### config.mk
export PLATFORM = sky130hd
export DESIGN_NAME = execute_stage_flat
export DESIGN_NICKNAME = d
export VERILOG_FILES = /design/src/rtl/execute_if.sv /design/src/rtl/execute_stage.sv /design/src/flat_wrapper.sv
export SDC_FILE = /design/constraint.sdc
export NUM_CORES = 1
export LEC_CHECK = 0
export CAP_MARGIN = 20
export CORE_MARGIN = 4
export CORE_UTILIZATION = 50
export DETAILED_ROUTE_END_ITERATION = 12
export PLACE_DENSITY_LB_ADDON = 0.15
export RECOVER_POWER = 100
export SYNTH_ARGS = -nofsm -noshare
export SYNTH_HDL_FRONTEND = slang
export SYNTH_SLANG_ARGS = --single-unit
export TNS_END_PERCENT = 1
### constraint.sdc
create_clock -name clk -period 5.15 [get_ports clk]
set_input_delay 0.515 -clock clk [delete_from_list [all_inputs] [get_ports clk]]
set_output_delay 0.515 -clock clk [all_outputs]
set_load 0.03 [all_outputs]
### src/rtl/execute_if.sv
// execute_if: decode/execute bundle into the execute stage and result bundle out of it
interface execute_if #(parameter int WIDTH = 16);
  logic             valid_in;
  logic             flush_in;
  logic [2:0]       ALUop_in;
  logic [WIDTH-1:0] srcA_in;
  logic [WIDTH-1:0] srcB_in;
  logic             wbs_in, mm_in, wm_in, wce_in, wme1_in, wme2_in;
  logic             stall_out;
  logic             valid_out;
  logic [WIDTH-1:0] result_out;
  logic             zero_out, neg_out;
  logic             wbs_out, mm_out, wm_out, wce_out, wme1_out, wme2_out;
  modport master (
    output valid_in, flush_in, ALUop_in, srcA_in, srcB_in,
           wbs_in, mm_in, wm_in, wce_in, wme1_in, wme2_in,
    input  stall_out, valid_out, result_out, zero_out, neg_out,
           wbs_out, mm_out, wm_out, wce_out, wme1_out, wme2_out
  );
  modport slave (
    input  valid_in, flush_in, ALUop_in, srcA_in, srcB_in,
           wbs_in, mm_in, wm_in, wce_in, wme1_in, wme2_in,
    output stall_out, valid_out, result_out, zero_out, neg_out,
           wbs_out, mm_out, wm_out, wce_out, wme1_out, wme2_out
  );
endinterface

### src/rtl/execute_stage.sv
// execute_stage: single-cycle ALU plus iterative shift-add multiply with pipeline stall
module execute_stage #(
  parameter int WIDTH      = 16,
  parameter int MUL_CYCLES = 16
) (
  input logic      clk,
  input logic      rst,
  execute_if.slave bus
);
  localparam int CW = $clog2(MUL_CYCLES);
  localparam int SW = $clog2(WIDTH);
  typedef enum logic [1:0] {IDLE, BUSY, DONE} state_t;
  state_t           state, state_n;
  logic [WIDTH-1:0] alu, res_q, mcand, mplier, acc, result;
  logic [CW-1:0]    cnt;
  logic [5:0]       ctl_in, ctl_q, mctl;
  logic             vld_q, is_mul, accept, done, valid;
  assign ctl_in = {bus.wbs_in, bus.mm_in, bus.wm_in, bus.wce_in, bus.wme1_in, bus.wme2_in};
  assign is_mul = bus.ALUop_in == 3'b110;
  assign accept = state == IDLE && bus.valid_in && !bus.flush_in;
  assign done   = state == DONE;
  // single-cycle ALU result; MUL never goes through this path
  always_comb begin
    alu = bus.ALUop_in == 3'b000 ? bus.srcA_in + bus.srcB_in :
          bus.ALUop_in == 3'b001 ? bus.srcA_in - bus.srcB_in :
          bus.ALUop_in == 3'b010 ? bus.srcA_in & bus.srcB_in :
          bus.ALUop_in == 3'b011 ? bus.srcA_in | bus.srcB_in :
          bus.ALUop_in == 3'b100 ? bus.srcA_in ^ bus.srcB_in :
          bus.ALUop_in == 3'b101 ? bus.srcA_in << bus.srcB_in[SW-1:0] :
          bus.ALUop_in == 3'b111 ? bus.srcA_in >> bus.srcB_in[SW-1:0] : '0;
  end
  // next state: a flush aborts a multiply in flight, DONE always lasts one cycle
  always_comb begin
    state_n = state;
    case (state)
      IDLE:    state_n = accept && is_mul ? BUSY : IDLE;
      BUSY:    state_n = bus.flush_in ? IDLE : cnt == '0 ? DONE : BUSY;
      default: state_n = IDLE;
    endcase
  end
  // state register
  always_ff @(posedge clk) begin
    if (rst) state <= IDLE;
    else     state <= state_n;
  end
  // result bundle for single-cycle ops; zeroed whenever nothing was accepted
  always_ff @(posedge clk) begin
    if (rst) begin
      vld_q <= 1'b0;
      res_q <= '0;
      ctl_q <= '0;
    end else begin
      vld_q <= accept && !is_mul;
      res_q <= accept && !is_mul ? alu : '0;
      ctl_q <= accept && !is_mul ? ctl_in : '0;
    end
  end
  // shift-add multiplier: one multiplier bit per BUSY cycle
  always_ff @(posedge clk) begin
    if (rst) begin
      mcand  <= '0;
      mplier <= '0;
      acc    <= '0;
      cnt    <= '0;
      mctl   <= '0;
    end else if (accept && is_mul) begin
      mcand  <= bus.srcA_in;
      mplier <= bus.srcB_in;
      acc    <= '0;
      cnt    <= CW'(MUL_CYCLES - 1);
      mctl   <= ctl_in;
    end else if (state == BUSY) begin
      acc    <= acc + (mplier[0] ? mcand : '0);
      mcand  <= mcand << 1;
      mplier <= mplier >> 1;
      cnt    <= cnt - CW'(1);
    end
  end
  assign valid  = vld_q || done;
  assign result = done ? acc : res_q;
  assign bus.stall_out  = !rst && !bus.flush_in &&
                          ((state == IDLE && bus.valid_in && is_mul) || state == BUSY);
  assign bus.valid_out  = valid;
  assign bus.result_out = result;
  assign bus.zero_out   = valid && result == '0;
  assign bus.neg_out    = result[WIDTH-1];
  assign {bus.wbs_out, bus.mm_out, bus.wm_out, bus.wce_out, bus.wme1_out, bus.wme2_out} =
         done ? mctl : ctl_q;
endmodule

### src/flat_wrapper.sv
// flat-port wrapper written by rule: the top's interface ports become plain ports
module execute_stage_flat 
#(
  parameter int WIDTH      = 16,
  parameter int MUL_CYCLES = 16
)
  (clk, rst, bus_valid_in, bus_flush_in, bus_ALUop_in, bus_srcA_in, bus_srcB_in, bus_wbs_in, bus_mm_in, bus_wm_in, bus_wce_in, bus_wme1_in, bus_wme2_in, bus_stall_out, bus_valid_out, bus_result_out, bus_zero_out, bus_neg_out, bus_wbs_out, bus_mm_out, bus_wm_out, bus_wce_out, bus_wme1_out, bus_wme2_out);
  execute_if #(.WIDTH(WIDTH)) bus_i ();
  input logic clk;
  input logic rst;
  input wire logic [$bits(bus_i.valid_in)-1:0] bus_valid_in;
  input wire logic [$bits(bus_i.flush_in)-1:0] bus_flush_in;
  input wire logic [$bits(bus_i.ALUop_in)-1:0] bus_ALUop_in;
  input wire logic [$bits(bus_i.srcA_in)-1:0] bus_srcA_in;
  input wire logic [$bits(bus_i.srcB_in)-1:0] bus_srcB_in;
  input wire logic [$bits(bus_i.wbs_in)-1:0] bus_wbs_in;
  input wire logic [$bits(bus_i.mm_in)-1:0] bus_mm_in;
  input wire logic [$bits(bus_i.wm_in)-1:0] bus_wm_in;
  input wire logic [$bits(bus_i.wce_in)-1:0] bus_wce_in;
  input wire logic [$bits(bus_i.wme1_in)-1:0] bus_wme1_in;
  input wire logic [$bits(bus_i.wme2_in)-1:0] bus_wme2_in;
  output wire logic [$bits(bus_i.stall_out)-1:0] bus_stall_out;
  output wire logic [$bits(bus_i.valid_out)-1:0] bus_valid_out;
  output wire logic [$bits(bus_i.result_out)-1:0] bus_result_out;
  output wire logic [$bits(bus_i.zero_out)-1:0] bus_zero_out;
  output wire logic [$bits(bus_i.neg_out)-1:0] bus_neg_out;
  output wire logic [$bits(bus_i.wbs_out)-1:0] bus_wbs_out;
  output wire logic [$bits(bus_i.mm_out)-1:0] bus_mm_out;
  output wire logic [$bits(bus_i.wm_out)-1:0] bus_wm_out;
  output wire logic [$bits(bus_i.wce_out)-1:0] bus_wce_out;
  output wire logic [$bits(bus_i.wme1_out)-1:0] bus_wme1_out;
  output wire logic [$bits(bus_i.wme2_out)-1:0] bus_wme2_out;
  assign bus_i.valid_in = bus_valid_in;
  assign bus_i.flush_in = bus_flush_in;
  assign bus_i.ALUop_in = bus_ALUop_in;
  assign bus_i.srcA_in = bus_srcA_in;
  assign bus_i.srcB_in = bus_srcB_in;
  assign bus_i.wbs_in = bus_wbs_in;
  assign bus_i.mm_in = bus_mm_in;
  assign bus_i.wm_in = bus_wm_in;
  assign bus_i.wce_in = bus_wce_in;
  assign bus_i.wme1_in = bus_wme1_in;
  assign bus_i.wme2_in = bus_wme2_in;
  assign bus_stall_out = bus_i.stall_out;
  assign bus_valid_out = bus_i.valid_out;
  assign bus_result_out = bus_i.result_out;
  assign bus_zero_out = bus_i.zero_out;
  assign bus_neg_out = bus_i.neg_out;
  assign bus_wbs_out = bus_i.wbs_out;
  assign bus_mm_out = bus_i.mm_out;
  assign bus_wm_out = bus_i.wm_out;
  assign bus_wce_out = bus_i.wce_out;
  assign bus_wme1_out = bus_i.wme1_out;
  assign bus_wme2_out = bus_i.wme2_out;
  execute_stage #(.WIDTH(WIDTH), .MUL_CYCLES(MUL_CYCLES)) u_core (.clk(clk), .rst(rst), .bus(bus_i));
endmodule
==> results.txt <==
Port bufs = 70
Placed cell count = 1225
Reg2reg setup slack = 1.82 ns
Maximum VDD drop = 0.168 mV
Synth Net Count = 1133
Clock skew = 0.00905 ns
Post-Syn Area = 7730 sq um
Synth area leader = dfxtp_1
Largest net degree at the start of global routing = 45
Clk root buf = clkbuf_16
Leak = 0.00354 uW
Grt ovf = 0
Initial drt markers = 834
Setup TNS = 0 ns
Post-DP Area = 8490 sq um
Layout Area Growth over Synthesis = 13.4%
Total Routed Length = 26500 um
Detailed placement HPWL = 20100 um
Global-route usage over all layers = 0.296
Antenna diode count = 0
Ys async rst share = 0
Pre-CTS WS = 1.40 ns
Maximum root-to-sink buffer count = 2
Final WS setup = 0.998 ns
RePlAce Congestion = 1.02
Hold Crit Class = reg -> reg
Vias = 7944
Power density over the cells = 212 nW/um^2
Initial antenna violation count = 0
First-pass DRT Iterations = 5
Vias per cell = 6.40
Final ANT Viol Nets = 0
Clock power share = 0.363
Post-synth EDFFs = 0
Design Area, Final = 8770 sq um
Synth top area cells = dfxtp_1, ha_1, a21oi_1
Setup bufs post-CTS = 0
Syn_area_per_cell = 7.58 sq um
Sw frac = 0.328
CTS tree = yes
Rows = 45
Area of the multi-input gates = 5570 sq um
Endpoints failing hold = 0
Net Sw Power = 610 uW
Outcome = complete, but fails checks
Worst Reg-to-Reg Cells = 10
Die H = 132 um
Worst Path Buf+Inv = 3
CP Launch Point = u_core.state[0]
Clock latency on the worst-skew pair = 0.35 ns
CP arrival = 3.64 ns
Mapped Cells = 1020
Flop pwr share = 0.356
Failing checks = capacitance limit, slew limit
CP Cell Sequence = inv_1, nand2_1, clkbuf_1, mux2_2, nor2b_1, nand4_1, nor4_1, dlygate4sd3_1
Levels on crit path = 8
MaxCap Viol Count = 3
DIE AREA = 17500 sq um
Reg-to-Reg Start = u_core.mplier[0]
Startpoint types = register
Unrepaired setup endpoints after global routing = false
Ys Warns = 0
CORE AREA = 15200 sq um
Clk slew on worst S/H paths = 0.07 ns
First-pass GRT wire length = 41300 um
Post-cts sizing count = 0
Die Wd = 132 um
Internal power = 1250 uW
Sequential fraction of the synthesis area = 0.215
Share of layout cells above drive strength 1 = 0.0769
Wire per inst = 21.3 um
Peak Freq = 241 MHz
Reg2Reg Capture Point = u_core.acc[15]
I/O pin count = 71
Hold Buf Count CTS = 0
Final setup violation count = 0
Synth top area share = 0.215
CP Class = reg -> out
Critical path's slowest cell = dlygate4sd3_1
Post-route DRC = 0
CP required = 4.64 ns
CP Capture Type = output port
Main synth FF type = dfxtp_1
Critical Path Max Stage Delay = 0.78 ns
Initial core utilization = 0.509
Fill count = 1465
Seq cells post-synth = 83
Max FO, Critical Path = 19
Sink Count = 83
Cell Count, Final, Fillers Out = 1241
Family with the most delay on the worst path = buffers and inverters
Combinational Power Share = 0.281
TritonCTS buffer count = 9
Sequential Area = 1660 sq um
Slew Viols, Final = 101
Minimum clock period after layout = 4.15 ns
Slew margin rel. = -0.323
Final total power = 1860 uW
Synth unique cells = 66
H-Tree Depth = 3
CP Capture Point = bus_zero_out
Final net count = 1161
Worst-Margin Slew = 1.98 ns
Period utilization = 0.806
Number of global-route vias before repair = 7303
## kinds of logic after synthesis
| kind of cell | share of synthesized area |
|---|---|
| AND/OR/NAND/NOR | 0.210 |
| flip-flops | 0.215 |
| AO/OA/AOI/OAI | 0.256 |
| XOR/XNOR | 0.0328 |
| multiplexers | 0.108 |
| buffers and inverters | 0.0649 |
| adder cells (fa/ha/maj) | 0.113 |
## cells in the final DEF (no fill, tap or decap), types with 8 or more instances in the layout
cell type | Yosys | routed
dfxtp_1 | 83 | 83
mux4_2 | 13 | 13
a21oi_1 | 111 | 111
ha_1 | 65 | 65
o21bai_1 | 8 | 8
a211oi_1 | 13 | 13
and2_1 | 26 | 25
mux2_2 | 25 | 25
a22oi_1 | 17 | 17
clkbuf_16 | 0 | 9
buf_4 | 5 | 14
a221oi_1 | 12 | 13
o22ai_1 | 12 | 12
clkdlybuf4s50_1 | 0 | 40
inv_1 | 46 | 47
dlygate4sd3_1 | 0 | 28
xnor2_1 | 18 | 18
xor2_1 | 11 | 11
nand3_1 | 14 | 14
nand2_1 | 123 | 123
o31ai_1 | 9 | 9
nor2_1 | 104 | 103
nand2b_1 | 13 | 13
a21o_1 | 9 | 9
or3_1 | 10 | 10
a311oi_1 | 18 | 18
nor3_1 | 30 | 29
o211ai_1 | 8 | 8
mux2i_1 | 21 | 21
o21a_1 | 9 | 9
o21ai_0 | 38 | 38
nor4_1 | 9 | 9
## area by class of cell
type | instances | area share
inverters | 48 | 0.0205
multi-input cells | 818 | 0.635
flip-flops and latches | 83 | 0.189
clock inverters | 6 | 0.00842
well taps | 188 | 0.0268
repair buffers | 88 | 0.0925
clock buffers | 10 | 0.0273
## flip-flops by register name (all words and copies together) (netlist names), 2 cells and up
signal	cells
u_core.mctl	6
u_core.cnt	4
u_core.res_q	16
u_core.mplier	16
u_core.mcand	16
u_core.ctl_q	6
u_core.acc	16
u_core.state	2
## how the worst min path moves through the flow
stage                 startpoint           endpoint  slack [ns]  cells past startpoint
2_1_floorplan     u_core.mctl[0]     u_core.mctl[0]        0.43                      2
3_3_place_gp      u_core.mctl[4]     u_core.mctl[4]        0.44                      2
3_5_place_dp      u_core.mctl[2]     u_core.mctl[2]        0.45                      2
4_1_cts        u_core.mplier[13]  u_core.mplier[13]        0.46                      2
5_1_grt           u_core.mctl[2]     u_core.mctl[2]        0.47                      2
6_report          u_core.mctl[3]     u_core.mctl[3]        0.45                      2
## stage by stage
| step | util | hold slack (ns) |
|---|---|---|
| global route | 0.577 | 0.470 |
| CTS | 0.579 | 0.455 |
| finish | 0.577 | 0.453 |
| floorplan | - | 0.434 |
| detailed placement | 0.559 | 0.446 |
| global placement | 0.559 | 0.444 |
## power groups by stage
stage	Combinational [uW]	Sequential [uW]	Clock [uW]
after global routing	564	663	708
after floorplan	343	673	0
after detailed placement	513	676	0
after CTS	516	662	687
final	523	662	675
after global placement	512	676	0
## synth_stat cells, types with 11 or more instances
cell type	number
a311oi_1	18
mux2_2	25
nand2_1	123
dfxtp_1	83
mux4_2	13
inv_1	46
buf_2	16
a22oi_1	17
mux2i_1	21
a21oi_1	111
xor2_1	11
nor2_1	104
a221oi_1	12
clkbuf_1	40
o22ai_1	12
nor3_1	30
ha_1	65
a211oi_1	13
and2_1	26
o21ai_0	38
nand2b_1	13
xnor2_1	18
nand3_1	14
## per-layer routing
| layer | vias to the layer above | share of wire | GRT usage |
|---|---|---|---|
| met2 | 390 | 0.43 | 0.443 |
| met4 | 0 | 0.034 | 0.103 |
| li1 | 3740 | - | - |
| met3 | 57 | 0.081 | 0.0515 |
| met5 | - | 0 | 0 |
| met1 | 3757 | 0.46 | 0.430 |
## worst register-to-register path: cells and delay by family, from the launching register on
| kind | cells | cell delay, ns |
|---|---|---|
| AO/OA/AOI/OAI | 4 | 1.29 |
| XOR/XNOR | 1 | 0.17 |
| adder cells (fa/ha/maj) | 1 | 0.27 |
| flip-flops | 1 | 0.68 |
| multiplexers | 1 | 0.32 |
| AND/OR/NAND/NOR | 3 | 0.46 |
Note: power is estimated with default switching activity, not from simulation.
